===== config.mk =====
export PLATFORM = sky130hd
export DESIGN_NAME = step_sequencer_flat
export DESIGN_NICKNAME = d
export VERILOG_FILES = /design/src/rtl/step_seq_pkg.sv /design/src/rtl/step_sequencer_if.sv /design/src/rtl/tick_divider.sv /design/src/rtl/step_sequencer.sv /design/src/flat_wrapper.sv
export SDC_FILE = /design/constraint.sdc
export NUM_CORES = 1
export LEC_CHECK = 0
export BUFFER_PORTS_ARGS = -buffer_cell sky130_fd_sc_hd__buf_4
export CAP_MARGIN = 20
export CORE_MARGIN = 2
export CORE_UTILIZATION = 37
export DETAILED_ROUTE_END_ITERATION = 6
export SKIP_CTS_REPAIR_TIMING = 1
export SYNTH_ARGS = -nofsm -noshare
export SYNTH_HDL_FRONTEND = slang
export SYNTH_SLANG_ARGS = --single-unit

===== constraint.sdc =====
create_clock -name clk -period 3.1 [get_ports clk]
set_input_delay 0.31 -clock clk [delete_from_list [all_inputs] [get_ports clk]]
set_output_delay 0.31 -clock clk [all_outputs]
set_load 0.005 [all_outputs]

===== src/rtl/step_seq_pkg.sv =====
// step_seq_pkg: shared constants for the step sequencer.
//   State encoding (also the value driven on mode), default widths, pulse counter width.
package step_seq_pkg;
  localparam logic [1:0] S_IDLE  = 2'd0;
  localparam logic [1:0] S_STEP  = 2'd1;
  localparam logic [1:0] S_BURST = 2'd2;
  localparam logic [1:0] S_RUN   = 2'd3;
  localparam int DIV_W_DEF   = 8;
  localparam int BURST_W_DEF = 4;
  localparam int CNT_W       = 16;
endpackage


===== src/rtl/step_sequencer_if.sv =====
// step_sequencer_if: request/enable bundle between the push-button front end and the sequencer.
//   master: drives stepReq, burstReq, runSw, burstLen, divisor; observes clkEn, busy, mode.
//   slave : the sequencer side.
//   stepCount exists only when STEP_SEQ_CNT_EN is defined.
interface step_sequencer_if import step_seq_pkg::*; #(
  parameter int DIV_W   = DIV_W_DEF,
  parameter int BURST_W = BURST_W_DEF
) ();
  logic               stepReq;
  logic               burstReq;
  logic               runSw;
  logic [BURST_W-1:0] burstLen;
  logic [DIV_W-1:0]   divisor;
  logic               clkEn;
  logic               busy;
  logic [1:0]         mode;
`ifdef STEP_SEQ_CNT_EN
  logic [CNT_W-1:0]   stepCount;
`endif
  modport master (
    output stepReq, burstReq, runSw, burstLen, divisor,
    input  clkEn, busy, mode
`ifdef STEP_SEQ_CNT_EN
    , input stepCount
`endif
  );
  modport slave (
    input  stepReq, burstReq, runSw, burstLen, divisor,
    output clkEn, busy, mode
`ifdef STEP_SEQ_CNT_EN
    , output stepCount
`endif
  );
endinterface


===== src/rtl/tick_divider.sv =====
// tick_divider: divide counter 0..div with captured divisor, shared by BURST and RUN.
//   clk, reset (async active-low)
//   load_i  : capture div_i and clear count
//   clr_i   : clear count
//   adv_i   : advance count, wrapping to 0 after terminal count
//   div_i   : divisor to capture
//   tc_o    : count equals captured divisor this cycle
//   tc_nxt_o: count will equal divisor next cycle (lets the caller register clkEn)
module tick_divider #(
  parameter int W = 8
) (
  input  logic         clk,
  input  logic         reset,
  input  logic         load_i,
  input  logic         clr_i,
  input  logic         adv_i,
  input  logic [W-1:0] div_i,
  output logic         tc_o,
  output logic         tc_nxt_o
);
  logic [W-1:0] cnt_q, cnt_d, div_q, div_d;
  assign tc_o     = cnt_q == div_q;
  assign tc_nxt_o = cnt_d == div_d;
  always_comb begin
    div_d = load_i ? div_i : div_q;
    cnt_d = (load_i || clr_i) ? '0 : adv_i ? (tc_o ? '0 : cnt_q + W'(1)) : cnt_q;
  end
  always_ff @(posedge clk or negedge reset)
    if (!reset) begin
      cnt_q <= '0;
      div_q <= '0;
    end else begin
      cnt_q <= cnt_d;
      div_q <= div_d;
    end
endmodule


===== src/rtl/step_sequencer.sv =====
// step_sequencer: clock-enable controller issuing single, burst or free-run clkEn pulses.
//   clk, reset (async active-low)
//   bus.slave: stepReq/burstReq pulses, runSw level, burstLen, divisor in;
//              clkEn (registered), busy, mode, and stepCount when STEP_SEQ_CNT_EN is defined.
module step_sequencer import step_seq_pkg::*; #(
  parameter int DIV_W   = DIV_W_DEF,
  parameter int BURST_W = BURST_W_DEF
) (
  input logic             clk,
  input logic             reset,
  step_sequencer_if.slave bus
);
  logic [1:0]         state_q, state_d;
  logic [BURST_W-1:0] rem_q, rem_d;
  logic               clk_en_q, clk_en_d;
  logic               load, clr, adv, tc, tc_nxt;
  tick_divider #(.W(DIV_W)) u_div (
    .clk     (clk),
    .reset   (reset),
    .load_i  (load),
    .clr_i   (clr),
    .adv_i   (adv),
    .div_i   (bus.divisor),
    .tc_o    (tc),
    .tc_nxt_o(tc_nxt)
  );
  always_comb begin
    state_d = state_q;
    rem_d   = rem_q;
    load    = 1'b0;
    clr     = 1'b0;
    adv     = 1'b0;
    case (state_q)
      S_IDLE:
        if (bus.runSw) begin
          state_d = S_RUN;
          load    = 1'b1;
        end else if (bus.burstReq) begin
          state_d = S_BURST;
          load    = 1'b1;
          rem_d   = bus.burstLen;
        end else if (bus.stepReq) state_d = S_STEP;
      S_STEP: state_d = S_IDLE;
      S_BURST: begin
        // rem_q==0 covers a zero-length burst: one busy cycle, no pulse
        if (rem_q == '0 || (tc && rem_q == BURST_W'(1))) begin
          state_d = S_IDLE;
          clr     = 1'b1;
        end else adv = 1'b1;
        rem_d = (tc && rem_q != '0) ? rem_q - BURST_W'(1) : rem_q;
      end
      default:
        if (!bus.runSw) begin
          state_d = S_IDLE;
          clr     = 1'b1;
        end else adv = 1'b1;
    endcase
    // clkEn is registered, so it is decided from next-cycle state and count
    clk_en_d = (state_d == S_STEP) ||
               (state_d == S_BURST && rem_d != '0 && tc_nxt) ||
               (state_d == S_RUN && tc_nxt);
  end
  always_ff @(posedge clk or negedge reset)
    if (!reset) begin
      state_q  <= S_IDLE;
      rem_q    <= '0;
      clk_en_q <= 1'b0;
    end else begin
      state_q  <= state_d;
      rem_q    <= rem_d;
      clk_en_q <= clk_en_d;
    end
  assign bus.clkEn = clk_en_q;
  assign bus.busy  = state_q != S_IDLE;
  assign bus.mode  = state_q;
`ifdef STEP_SEQ_CNT_EN
  logic [CNT_W-1:0] pulses_q;
  always_ff @(posedge clk or negedge reset)
    if (!reset) pulses_q <= '0;
    else if (clk_en_q) pulses_q <= pulses_q + CNT_W'(1);
  assign bus.stepCount = pulses_q;
`endif
endmodule


===== src/flat_wrapper.sv =====
// flat-port wrapper written by rule: the top's interface ports become plain ports
module step_sequencer_flat import step_seq_pkg::*;
#(
  parameter int DIV_W   = DIV_W_DEF,
  parameter int BURST_W = BURST_W_DEF
)
  (clk, reset, bus_stepReq, bus_burstReq, bus_runSw, bus_burstLen, bus_divisor, bus_clkEn, bus_busy, bus_mode);
  step_sequencer_if #(.DIV_W(DIV_W), .BURST_W(BURST_W)) bus_i ();
  input logic clk;
  input logic reset;
  input wire logic [$bits(bus_i.stepReq)-1:0] bus_stepReq;
  input wire logic [$bits(bus_i.burstReq)-1:0] bus_burstReq;
  input wire logic [$bits(bus_i.runSw)-1:0] bus_runSw;
  input wire logic [$bits(bus_i.burstLen)-1:0] bus_burstLen;
  input wire logic [$bits(bus_i.divisor)-1:0] bus_divisor;
  output wire logic [$bits(bus_i.clkEn)-1:0] bus_clkEn;
  output wire logic [$bits(bus_i.busy)-1:0] bus_busy;
  output wire logic [$bits(bus_i.mode)-1:0] bus_mode;
  assign bus_i.stepReq = bus_stepReq;
  assign bus_i.burstReq = bus_burstReq;
  assign bus_i.runSw = bus_runSw;
  assign bus_i.burstLen = bus_burstLen;
  assign bus_i.divisor = bus_divisor;
  assign bus_clkEn = bus_i.clkEn;
  assign bus_busy = bus_i.busy;
  assign bus_mode = bus_i.mode;
  step_sequencer #(.DIV_W(DIV_W), .BURST_W(BURST_W)) u_core (.clk(clk), .reset(reset), .bus(bus_i));
endmodule

==> results of run 1 <==
-- how the worst max path moves through the flow --
stage / cells after the start / slack (ps) / to / from
2_1_floorplan: 10 / 730 / u_core.bus.clkEn$_DFF_PN0_ / u_core.u_div.cnt_q[0]$_DFF_PN0_
3_3_place_gp: 9 / 360 / u_core.bus.clkEn$_DFF_PN0_ / u_core.u_div.cnt_q[2]$_DFF_PN0_
3_5_place_dp: 9 / 380 / u_core.bus.clkEn$_DFF_PN0_ / u_core.u_div.cnt_q[2]$_DFF_PN0_
4_1_cts: 9 / 360 / u_core.bus.clkEn$_DFF_PN0_ / u_core.u_div.cnt_q[2]$_DFF_PN0_
5_1_grt: 10 / 220 / u_core.bus.clkEn$_DFF_PN0_ / u_core.rem_q[1]$_DFF_PN0_
6_report: 9 / 360 / u_core.bus.clkEn$_DFF_PN0_ / u_core.u_div.cnt_q[0]$_DFF_PN0_
-- tightest hold or removal path, stage by stage --
cell and delay, ps:
buf_4 80, nand2_1 40, nand2_1 80
-- cell type report --
cell class / instances / area (sq um)
fill: 379 / 2186
multi-input combinational: 136 / 837.1
sequential: 23 / 575.6
timing repair buffer: 25 / 190.2
tap: 50 / 62.56
inverter: 12 / 45.04
clock buffer: 3 / 41.29
clock inverter: 1 / 5.005
-- flip-flops by register name, indices dropped and copies added, names as in the netlist --
| name | cells |
|---|---|
| u_core.bus.clkEn | 1 |
| u_core.bus.mode | 2 |
| u_core.rem_q | 4 |
| u_core.u_div.cnt_q | 8 |
| u_core.u_div.div_q | 8 |
-- metal layers --
metal	GRT usage	share of wire	vias to the layer above
met1	0.2648	0.46	650
met5	0	0	-
met4	0.08418	0.022	0
li1	-	-	671
met3	0.04333	0.053	9
met2	0.2859	0.46	49
-- synthesized netlist by cell type, drive strengths merged (4+ instances only) --
library cell and count:
a21oi 11, a31oi 4, dfrtp 23, inv 12, nand2 27, nand3 8, nor2 16, nor3 4
o21ai 6, xnor2 9, xor2 8
-- placed cells by master, fill, tap and decap left out, types with 3 or more instances in the layout --
cell | netlist | routed
a21oi_1 | 11 | 11
a31oi_1 | 4 | 4
buf_4 | 0 | 24
clkbuf_8 | 0 | 3
dfrtp_1 | 23 | 23
ha_1 | 3 | 3
inv_1 | 11 | 11
nand2_1 | 27 | 27
nand2b_1 | 3 | 3
nand3_1 | 8 | 8
nand4_1 | 3 | 3
nor2_1 | 16 | 16
nor2b_1 | 3 | 3
nor3_1 | 4 | 4
o211ai_1 | 3 | 3
o21ai_0 | 4 | 4
or4_1 | 3 | 3
xnor2_1 | 9 | 9
xor2_1 | 8 | 8
-- per-stage QoR --
stage / instance area (sq um) / util
floorplan: 1484 / -
CTS: 1747 / 0.4430
global placement: 1700 / 0.4313
detailed placement: 1700 / 0.4313
global route: 1757 / 0.4456
finish: 1757 / 0.4456
-- kinds of logic (layout without fill, tap and decap cells) --
logic type	after synthesis	after routing	synth area share
buffers and inverters	17	41	0.04806
XOR/XNOR	17	17	0.1003
adder cells (fa/ha/maj)	3	3	0.02530
multiplexers	2	2	0.01349
AO/OA/AOI/OAI	36	36	0.1551
flip-flops	23	23	0.3879
AND/OR/NAND/NOR	78	78	0.2698
-- power by group --
| part | switching (uW) | total (uW) | internal, uW |
|---|---|---|---|
| logic | 548 | 963 | 415 |
| registers | 146 | 567 | 421 |
| clock network | 112 | 203 | 90.4 |
| total | 806 | 1730 | 927 |
==> flow_summary.toml, run 1 <==
[outcome]
status = "finished clean"

[clocking]
cts_tree = "done"
cts.sinks = 23
htree_levels = 1
clkSlewWorstSetupHoldPaths_ps = 90
clock_path_buffers = 2
cts_buffers = 3
clock_latency_ps = 280
cts_root_buffer = "clkbuf_8"

[hold_path]
min-delay-start = "bus_divisor[5]"
whs_path_depth = 3
hold_class = "in2reg"
min_to = "u_core.u_div.div_q[5]$_DFF_PN0_"

[place]
dp.cells = 245
dpl.hpwl_um = 2889
numPortBuffers = 20
dpl_worst_slack_ps = 383.8
routabilityCongestion = 1.026

[floorplanning]
fp-row-count = 23
initial_core_util = 0.3764
core_area_sq_mm = 0.003943
die_x_um = 67.33
die_area_sq_mm = 0.004533
fp.dieH_um = 67.33
pin_count = 21

[pwr]
ir_worst_vdd_v = 0.0003240
leakage_uw = 0.0008041
power.total_uw = 1733
power_density_mw_per_mm2 = 986.5

[flow_run]
drv_cap = 0

[synthesis]
yosysSeqAreaShare = 0.3879
synth_area_leader_cell = "dfrtp_1"
synth_cell_type_count = 42
yosysWarningCount = 0
syn_nets = 196
synthTopCellsByArea = "dfrtp_1 (39%), nand2_1 (6.8%), xnor2_1 (5.3%)"
synth_seq_cells = 23
synth_edf_count = 0
syn_inst = 176
synth_ff_type = "dfrtp_1"
async_reset_ff_frac = 1.000
synth_top_area_frac = 0.3879
postSynthAreaPerCell_sq_um = 8.431
syn_area_sq_mm = 0.001484

[critical_path]
crit_chain = "xor2_1 > nor4_4 > nand2_1 > nor2_1 > o21ai_1 > a221o_1 > or4_1 > and4_1 > a2bb2oi_1"
critical-path-top-delay-family = "simple AND/OR/NAND/NOR gates"
r2r_start = "u_core.u_div.cnt_q[0]$_DFF_PN0_"
cpMaxStageDelayCell = "dfrtp_1"
rr_worst_depth = 9
r2r-end = "u_core.bus.clkEn$_DFF_PN0_"
crit_fanout = 12
worst-setup-path-type = "reg2reg"
worstPathArrival_ps = 2910
reg2reg_slack_ps = 360
cp.required_ps = 3270
end_kind = "flip-flop"
critPathBufInv = 0
cpPeakStageDelay_ps = 470
startpoint_type = "flip-flop"

[sta]
setup_viol = 0
holdWs_ps = 266.7
rsz0062_at_grt = "no"
finClkSkew_ps = 3.410
fmax_ghz = 0.3649
relSlewSlack = 0.6150
tns_ps = 0
finalWorstSetupSlack_ps = 359.9
period_minus_slack_ps = 2740
tightestPinTransition_ps = 569.5
hold_viol = 0
period_share = 0.8839
drv_slew = 0

[final_layout]
drive_gt1_frac = 0.1550
nNetsFinal = 221
antenna_cells = 0
area_growth_pct = 18.38
finalNonFillerCells = 250

[detailed_routing]
route.detailed.drc = 0
ant_nets = 0
routed_via_density = 5.516
dr.first_iter.drc_count = 94
wirelength_um = 3913
drtPass1Iterations = 6
wl_per_cell_um = 15.65
route.vias.total = 1379

[global_route]
grt.total_usage = 0.1917
grt_pass1_wl_um = 6417
antenna_found_initial = 0
grt_max_degree = 24
grt_pass1_vias = 1354
gr-total-overflow = 0
Power figures use the tool's default switching activity.
==> run 2: changes to the inputs <==
--- a/config.mk
+++ b/config.mk
@@ -8,8 +8,9 @@
 export BUFFER_PORTS_ARGS = -buffer_cell sky130_fd_sc_hd__buf_4
 export CAP_MARGIN = 20
 export CORE_MARGIN = 2
-export CORE_UTILIZATION = 37
+export CORE_UTILIZATION = 61
 export DETAILED_ROUTE_END_ITERATION = 6
+export PLACE_DENSITY = 0.84
 export SKIP_CTS_REPAIR_TIMING = 1
 export SYNTH_ARGS = -nofsm -noshare
 export SYNTH_HDL_FRONTEND = slang
==> constraint.sdc (replaced) <==
create_clock -name clk -period 3.6 [get_ports clk]
set_input_delay 0.36 -clock clk [delete_from_list [all_inputs] [get_ports clk]]
set_output_delay 0.36 -clock clk [all_outputs]
set_load 0.005 [all_outputs]
==> flow_summary.toml, run 2 (same netlist as run 1, synthesis figures left out) <==
[outcome]
status = "finished clean"

[pwr]
power.total_uw = 1418
leakage_uw = 0.0007829
power_density_mw_per_mm2 = 840.4
ir_worst_vdd_v = 0.0006236

[detailed_routing]
wl_per_cell_um = 16.62
ant_nets = 0
routed_via_density = 6.373
route.vias.total = 1434
dr.first_iter.drc_count = 78
route.detailed.drc = 0
wirelength_um = 3740
drtPass1Iterations = 5

[sta]
drv_slew = 0
period_share = 0.7814
setup_viol = 0
tns_ps = 0
hold_viol = 0
rsz0062_at_grt = "no"
holdWs_ps = 268.0
tightestPinTransition_ps = 941.7
relSlewSlack = 0.3680
period_minus_slack_ps = 2813
fmax_ghz = 0.3555
finClkSkew_ps = 15.97

[floorplanning]
core_area_sq_mm = 0.002255
die_x_um = 53.32
die_area_sq_mm = 0.002843
initial_core_util = 0.6582
fp-row-count = 17
fp.dieH_um = 53.32
pin_count = 21

[critical_path]
reg2reg_slack_ps = 790
crit_chain = "xor2_1 > nor4_2 > nand2_1 > nor2_1 > o21ai_1 > a221o_1 > or4_1 > and4_1 > a2bb2oi_1"
critical-path-top-delay-family = "simple AND/OR/NAND/NOR gates"
startpoint_type = "flip-flop"
worstPathArrival_ps = 3040
cpMaxStageDelayCell = "dfrtp_1"
end_kind = "flip-flop"
crit_fanout = 12
worst-setup-path-type = "reg2reg"
cpPeakStageDelay_ps = 460
cp.required_ps = 3830
critPathBufInv = 0

[clocking]
cts.sinks = 23
clkSlewWorstSetupHoldPaths_ps = 130
htree_levels = 1
clock_path_buffers = 2
cts_tree = "done"
clock_latency_ps = 330
cts_root_buffer = "clkbuf_4"
cts_buffers = 3

[global_route]
grt_pass1_wl_um = 6003
grt_max_degree = 24
grt.total_usage = 0.3028
antenna_found_initial = 0
grt_pass1_vias = 1331
gr-total-overflow = 0

[final_layout]
finalNonFillerCells = 225
seqCellArea_sq_um = 575.6
drive_gt1_frac = 0.1421
area_growth_pct = 13.74
final_common_cell = "nand2_1"
reg_top3 = "u_core.u_div.cnt_q: 8 flops, u_core.u_div.div_q: 8 flops, u_core.rem_q: 4 flops"
fill_cells = 191
multi_input_area_sq_um = 837.1
nNetsFinal = 218
layout_common_cells = "nand2_1 (27), dfrtp_1 (23), buf_4 (21)"
final_util = 0.7486
antenna_cells = 0

[flow_run]
drv_cap = 0

[place]
dpl.hpwl_um = 2746
dp.cells = 220
routabilityCongestion = 0.9228
numPortBuffers = 20

[hold_path]
hold_class = "in2reg"
## run 2: layer usage
layer  global-route usage  wire length, um
met5                    0                0
met4               0.1453              112
met3              0.04802              271
met2               0.5350             1888
met1               0.3523             1466
## run 2: path summary, 6_finish.rpt
check | startpoint | to | cells past startpoint
setup reg to reg | u_core.u_div.cnt_q[2]$_DFF_PN0_ | u_core.bus.clkEn$_DFF_PN0_ | 9
min in group asynchronous | reset | u_core.rem_q[0]$_DFF_PN0_ | 2
max in group asynchronous | reset | u_core.u_div.div_q[4]$_DFF_PN0_ | 2
setup / recovery | u_core.u_div.cnt_q[2]$_DFF_PN0_ | u_core.bus.clkEn$_DFF_PN0_ | 9
hold / removal | bus_divisor[0] | u_core.u_div.div_q[0]$_DFF_PN0_ | 3
hold reg to reg | u_core.u_div.div_q[5]$_DFF_PN0_ | u_core.u_div.div_q[5]$_DFF_PN0_ | 2
## run 2: layout make-up
class / instances / area share
Tap cell: 28 / 0.02076
Timing Repair Buffer: 22 / 0.09933
Multi-Input combinational cell: 136 / 0.4959
Inverter: 12 / 0.02669
Clock inverter: 1 / 0.002965
Clock buffer: 3 / 0.01334
Sequential cell: 23 / 0.3410
## run 2: worst reg2reg max path: cells and delay by family (launching register included)
kind,cells,cell delay [ps]
xor gates and xnor gates,1,170
AOI/OAI and AO/OA,3,520
DFF,1,460
and+or+nand+nor,5,1550
## run 2: power breakdown
group | switching, uW | total, uW | internal, uW
clock | 80.8 | 122 | 41.7
combinational | 449 | 787 | 338
sequential | 147 | 509 | 362
total | 677 | 1420 | 742
## run 2: per-stage QoR
| step | area [sq um] | setup slack (ps) |
|---|---|---|
| 6_report | 1688 | 787.1 |
| 2_1_floorplan | 1484 | 1233 |
| 4_1_cts | 1678 | 860.4 |
| 5_1_grt | 1688 | 667.7 |
| 3_5_place_dp | 1650 | 932.3 |
| 3_3_place_gp | 1650 | 954.0 |
